<file path="src/rtl/uart_tx.sv">
// UART transmitter: start bit, DATA_WIDTH data bits LSB first, stop bit.
// Each bit lasts CLKS_PER_BIT system clocks; the line idles high.
module uart_tx #(
   parameter int CLKS_PER_BIT = 1085,
   parameter int DATA_WIDTH   = 8
) (
   input  logic                  sysclk,
   input  logic                  i_rst,
   input  logic                  i_tx,
   input  logic [DATA_WIDTH-1:0] i_tx_byte,
   output logic                  o_tx_serial,
   output logic                  o_tx_d
);

   localparam int CW = (CLKS_PER_BIT > 1) ? $clog2(CLKS_PER_BIT) : 1;
   localparam int BW = (DATA_WIDTH > 1) ? $clog2(DATA_WIDTH) : 1;

   localparam logic [CW-1:0] LAST_CLK = CW'(CLKS_PER_BIT - 1);
   localparam logic [BW-1:0] LAST_BIT = BW'(DATA_WIDTH - 1);

   typedef enum logic [1:0] {
      IDLE,
      START,
      DATA,
      STOP
   } state_t;

   state_t                state_q, state_d;
   logic [CW-1:0]         clk_q, clk_d;
   logic [BW-1:0]         bit_q, bit_d;
   logic [DATA_WIDTH-1:0] shift_q, shift_d;
   logic                  serial_q, serial_d;
   logic                  done_q, done_d;

   logic last_clk;

   assign last_clk    = (clk_q == LAST_CLK);
   assign o_tx_serial = serial_q;
   assign o_tx_d      = done_q;

   // State, counters, shift register and registered outputs.
   always_ff @(posedge sysclk) begin
      if (i_rst) begin
         state_q  <= IDLE;
         clk_q    <= '0;
         bit_q    <= '0;
         shift_q  <= '0;
         serial_q <= 1'b1;
         done_q   <= 1'b0;
      end else begin
         state_q  <= state_d;
         clk_q    <= clk_d;
         bit_q    <= bit_d;
         shift_q  <= shift_d;
         serial_q <= serial_d;
         done_q   <= done_d;
      end
   end

   // Next-state logic; the serial value is computed one cycle ahead
   // so the line changes on the same edge as the state.
   always_comb begin
      state_d  = state_q;
      clk_d    = clk_q;
      bit_d    = bit_q;
      shift_d  = shift_q;
      serial_d = serial_q;
      done_d   = done_q;

      unique case (state_q)
         IDLE: begin
            serial_d = 1'b1;
            clk_d    = '0;
            bit_d    = '0;
            if (i_tx) begin
               shift_d  = i_tx_byte;
               done_d   = 1'b0;
               serial_d = 1'b0;
               state_d  = START;
            end
         end

         START: begin
            if (last_clk) begin
               clk_d    = '0;
               bit_d    = '0;
               serial_d = shift_q[0];
               state_d  = DATA;
            end else begin
               clk_d = clk_q + 1'b1;
            end
         end

         DATA: begin
            if (last_clk) begin
               clk_d = '0;
               if (bit_q == LAST_BIT) begin
                  serial_d = 1'b1;
                  done_d   = 1'b1;
                  state_d  = STOP;
               end else begin
                  bit_d    = bit_q + 1'b1;
                  shift_d  = shift_q >> 1;
                  serial_d = shift_d[0];
               end
            end else begin
               clk_d = clk_q + 1'b1;
            end
         end

         STOP: begin
            serial_d = 1'b1;
            if (last_clk) begin
               clk_d   = '0;
               state_d = IDLE;
            end else begin
               clk_d = clk_q + 1'b1;
            end
         end

         default: begin
            serial_d = 1'b1;
            clk_d    = '0;
            bit_d    = '0;
            state_d  = IDLE;
         end
      endcase
   end

endmodule

</file>
<file path="config.mk">
export PLATFORM = sky130hd
export DESIGN_NAME = uart_tx
export DESIGN_NICKNAME = d
export VERILOG_FILES = /design/src/rtl/uart_tx.sv
export SDC_FILE = /design/constraint.sdc
export NUM_CORES = 1
export LEC_CHECK = 0
export ABC_AREA = 1
export CORE_MARGIN = 2
export CORE_UTILIZATION = 60
export DETAILED_ROUTE_END_ITERATION = 6
export GPL_ROUTABILITY_DRIVEN = 0
export MAX_ROUTING_LAYER = met4
export PLACE_DENSITY = 0.83
export SLEW_MARGIN = 20
export SYNTH_ARGS = -nofsm -noshare
export SYNTH_HDL_FRONTEND = slang
export SYNTH_SLANG_ARGS = --single-unit
</file>
<file path="constraint.sdc">
create_clock -name sysclk -period 2.8 [get_ports sysclk]
set_input_delay 0.28 -clock sysclk [delete_from_list [all_inputs] [get_ports sysclk]]
set_output_delay 0.28 -clock sysclk [all_outputs]
set_load 0.1 [all_outputs]
</file>
Yosys cells after proc, flatten, opt, wreduce, memory -nomap -nowiden

Cells that the tools add are included.

Register bits: 26
Bits in latches: 0
Memory bits (writable): 0
Bits in read-only memories: 0
Input port bits: 11
Output and inout port bits: 2
Memories: 0

Add/subtract/negate cells: 2
Multiply operators: 0
Divide/modulo/power cells: 0
$lt $le $gt $ge: 0
Equal/unequal tests: 11
Shift operators: 0
Multiplexer cells: 25
Bitwise logic cells: 0
Reduce and logical (&&, ||, !) cells: 9

Operators with widths:

| kind                  | count |
|---|---|
| $mux 8                | 3 |
| $pmux 11 s2           | 1 |
| $pmux 8 s2            | 1 |
| $ne 2x2->1 const B    | 6 |
| $reduce_and 4->1      | 3 |
| $add 11x1->11 const B | 1 |
| $eq 11x11->1 const B  | 1 |
| $mux 11               | 1 |
| $mux 2                | 5 |
| $mux 3                | 3 |
| $pmux 3 s3            | 1 |
| $pmux 2 s4            | 1 |
| $mux 1                | 7 |
| $reduce_and 5->1      | 1 |
| $eq 2x2->1 const B    | 2 |
| $pmux 1 s4            | 1 |
| $add 3x1->3 const B   | 1 |
| $eq 3x3->1 const B    | 1 |
| $reduce_bool 3->1     | 1 |
| $reduce_or 3->1       | 1 |
| $eq 2x1->1 const B    | 1 |
| $logic_not 2->1       | 1 |
| $pmux 1 s2            | 1 |
| $reduce_and 2->1      | 1 |
| $reduce_bool 2->1     | 1 |

Longest topological paths before layout

Word-level depth: 4
Mapped depth: 10
Mapped depth without buffers: 9

Worst setup path after synthesis

OpenSTA, ideal clock, no wires.

Kind: register to register
Start: reg state_q[0]
End: reg bit_q[1]
Library setup time: 115 ps
Data arrival time: 1355 ps
Data required time: 2685 ps
Setup slack: 1330 ps
Cell stages (with the launch flop): 9
Period minus slack after synthesis: 1470 ps
Path through: dfxtp_1 -> inv_1 -> ha_1 -> nand2_1 -> inv_1 -> a21oi_1 -> nand3_1 -> nand2_1 -> nor2_1

Longest elaborated chain between the ends: 3
Elaborated cells between the ends (all ways): 9
Classes of those cells: eq/ne (5); mux (1); reduce/logical (3)

RTL lines:

| item                                                                    | RTL line | text |
|---|---|---|
| start: declaration                                                      | 28       | `state_t state_q, state_d;` |
| start signal: assignment                                                | 51       | `state_q <= state_d;` |
| $eq 2x2->1 (tied with other cells)                                      | 70       | `unique case (state_q)` |
| $ne 2x2->1 (no source line) / $reduce_bool 3->1 (equally long branches) | --       |  |
| $reduce_and 4->1 (no source line)                                       | --       |  |
| end signal: assignment                                                  | 53       | `bit_q <= bit_d;` |
| end: declaration                                                        | 30       | `logic [BW-1:0] bit_q, bit_d;` |

Several ways; a longest one is shown, not always the timed one.
A chain may end at the register's enable or synchronous reset.

Worst setup path after layout

Same ends and word-level chain as after synthesis.

==> out/qor.yml <==
run_status:
  status: "finished, final reports clean"
critical_path:
  crit_path_start_kind: "flop"
  end_kind: "flop"
  worst-path-max-fanout: 15
  cp.arrival_ns: 2.18
  critPathKind: "reg2reg"
  cp.required_ns: 3.04
timing:
  timing.final.crit_share_pct: 69.3
  clock_skew_ns: 0.00173
  period_minus_slack_ns: 1.94
  setup_viol: 0
  relSlewSlack_pct: 50.7
  rsz0062_at_grt: "no"
  drv_slew: 0
  max_freq_mhz: 515
  worstMarginPinSlew_ns: 0.740
  hold_viol: 0
  setup_ws_ns: 0.858
  tns_ns: 0
power_and_ir_drop:
  leakage_nw: 0.638
  sw_frac_of_total_pct: 41.5
  seqPwrFrac_pct: 35.2
  peakVddDrop_mv: 0.831
  p_switching_uw: 599
  comb_power_share_pct: 46.8
  p_int_uw: 843
  p_per_area_nw_per_um2: 910
  p_clk_share_pct: 18.0
floorplanning:
  rows: 17
  die_y_um: 52.9
  die_area_um2: 2800
  fp.coreArea_um2: 2230
  start_util_pct: 64.3
  ios: 13
  die_w_um: 52.9
clock_tree:
  holdBufCountCts: 0
  cts_buffer_depth: 2
  cts_tree: "yes"
  root_buffer: "clkbuf_4"
  path_clk_slew_ns: 0.14
  cts-htree-levels: 1
  clk_latency_ns: 0.32
  cts_setup_buffers: 0
  cts_resized: 0
  cts_buffers: 3
  cts.sinks: 26
synthesis:
  ys_seq_area_share_pct: 36.3
  synthesis.nets: 211
  yosys_most_used_dff: "dfxtp_1"
  synth.avg_cell_area_um2: 7.47
  synth_seq_cells: 26
  ys_warn_count: 0
  netlist_area_um2: 1440
  synth-async-reset-ratio_pct: 0
  ys_types: 29
  synth-edff-count: 0
  syn_inst: 192
layout:
  utilization_pct: 71.0
  multiInputGateArea_um2: 791
  num-fill-cells: 195
  nNetsFinal: 223
  seqCellArea_um2: 520
  drive_above_1_share_pct: 8.37
  antennaDiodeCount: 0
  synthToLayoutAreaGrowth_pct: 10.5
placed_design:
  dp_hpwl_mm: 1.91
  numPortBuffers: 12
  post-place-ws_ns: 0.869
routing:
  wl_met1_mm: 1.25
  wl_per_cell_um: 11.5
  drt_iter0_drc: 35
  post-route-drc-count: 0
  wl_met3_um: 90
  first_pass_iters: 4
  dr_total_vias: 1253
  viasPerCell: 5.42
  ant_nets: 0
  wl_mm: 2.65
  wl_met2_mm: 1.26
  top_layer: "met4"
flow_run:
  cap_violations: 0
worst_hold_path:
  worstHoldPathType: "reg2reg"
grt:
  grt_pass1_vias: 1049
  grt_pass1_wl_mm: 4.44
  grt.overflow.total: 0
  antenna_found_initial: 0
  grt_max_degree: 17
  groute.usage.overall_pct: 21.8
[routing by layer]
metal / track usage [%] / vias to the layer above
met1: 26.3 / 570
met5: - / -
met2: 37.1 / 26
li1: - / 652
met3: 2.54 / 5
met4: 8.97 / 0
[flip-flops by register name (all words and copies together) (netlist names)]
signal       cells
o_tx_d           1
o_tx_serial      1
shift_q          8
state_q          2
clk_q           11
bit_q            3
[worst paths after layout]
kind,from,to,slack [ns],depth (start not counted)
setup / recovery,state_q[0],bit_q[1],0.86,7
hold / removal,o_tx_d,o_tx_d,0.47,2
setup reg to reg,state_q[0],bit_q[1],0.86,7
hold reg to reg,o_tx_d,o_tx_d,0.47,2
[power by group through the flow]
| stage | clock network, mW | registers, mW | logic [mW] |
|---|---|---|---|
| 3_5_place_dp | 0 | 0.515 | 0.670 |
| 2_1_floorplan | 0 | 0.552 | 0.555 |
| 3_3_place_gp | 0 | 0.510 | 0.646 |
| 4_1_cts | 0.268 | 0.507 | 0.676 |
| 5_1_grt | 0.279 | 0.516 | 0.760 |
| 6_report | 0.260 | 0.507 | 0.675 |
[final cells by class]
type	instances	share of cell area, %
well taps	28	2.21
flip-flops and latches	26	32.8
multi-input cells	142	49.9
repair buffers	12	7.26
inverters	19	4.50
clock inverters	1	1.89
clock buffers	3	1.42
[kinds of logic after synthesis]
kind of cell | share of synthesized area (%)
fa+ha+maj | 6.97
simple gates | 33.2
compound gates | 9.50
xor+xnor | 1.22
mux | 4.18
buf+inv | 8.63
flops | 36.3
[cell usage after synthesis (all sizes together), types with 2 or more instances]
| master | number | area, µm² |
|---|---|---|
| a21oi | 20 | 100 |
| buf | 5 | 52.6 |
| dfxtp | 26 | 521 |
| ha | 8 | 100 |
| inv | 19 | 71.3 |
| mux2i | 6 | 60.1 |
| nand2 | 40 | 163 |
| nand3 | 19 | 108 |
| nand4 | 4 | 25.0 |
| nor2 | 26 | 115 |
| nor3 | 5 | 25.0 |
| o21ai | 5 | 28.8 |
| or2 | 2 | 15.0 |
| xor2 | 2 | 17.5 |
[layout by cell type (no fill, tap or decap), types with 2 or more instances in the layout]
cell type,count
clkbuf_4,3
a21oi_1,20
xor2_1,2
nand2_2,2
clkdlybuf4s50_1,10
ha_1,8
nor2_1,23
inv_1,18
nor2_4,2
nor3_1,5
nand3_1,18
o21ai_0,4
mux2i_1,6
buf_4,2
nand4_1,4
nand2_1,37
dfxtp_1,26
[critical path, stage by stage, from the launching register on]
cell and delay [ns]:
dfxtp_1 0.37, inv_1 0.09, ha_1 0.64, nor2_2 0.12, a21oi_1 0.38, nand3_1 0.13, nand2_1 0.08, nor2_1 0.04
[through the flow]
stage / instances / hold slack [ns] / instance area [µm²] / total power, mW
after floorplan: 192 / 0.349 / 1440 / 1.11
after global placement: 227 / 0.441 / 1530 / 1.16
after detailed placement: 227 / 0.449 / 1530 / 1.19
after CTS: 231 / 0.468 / 1590 / 1.45
after global routing: 231 / 0.504 / 1590 / 1.55
final: 231 / 0.465 / 1590 / 1.44
Note: power is estimated with default switching activity, not from simulation.
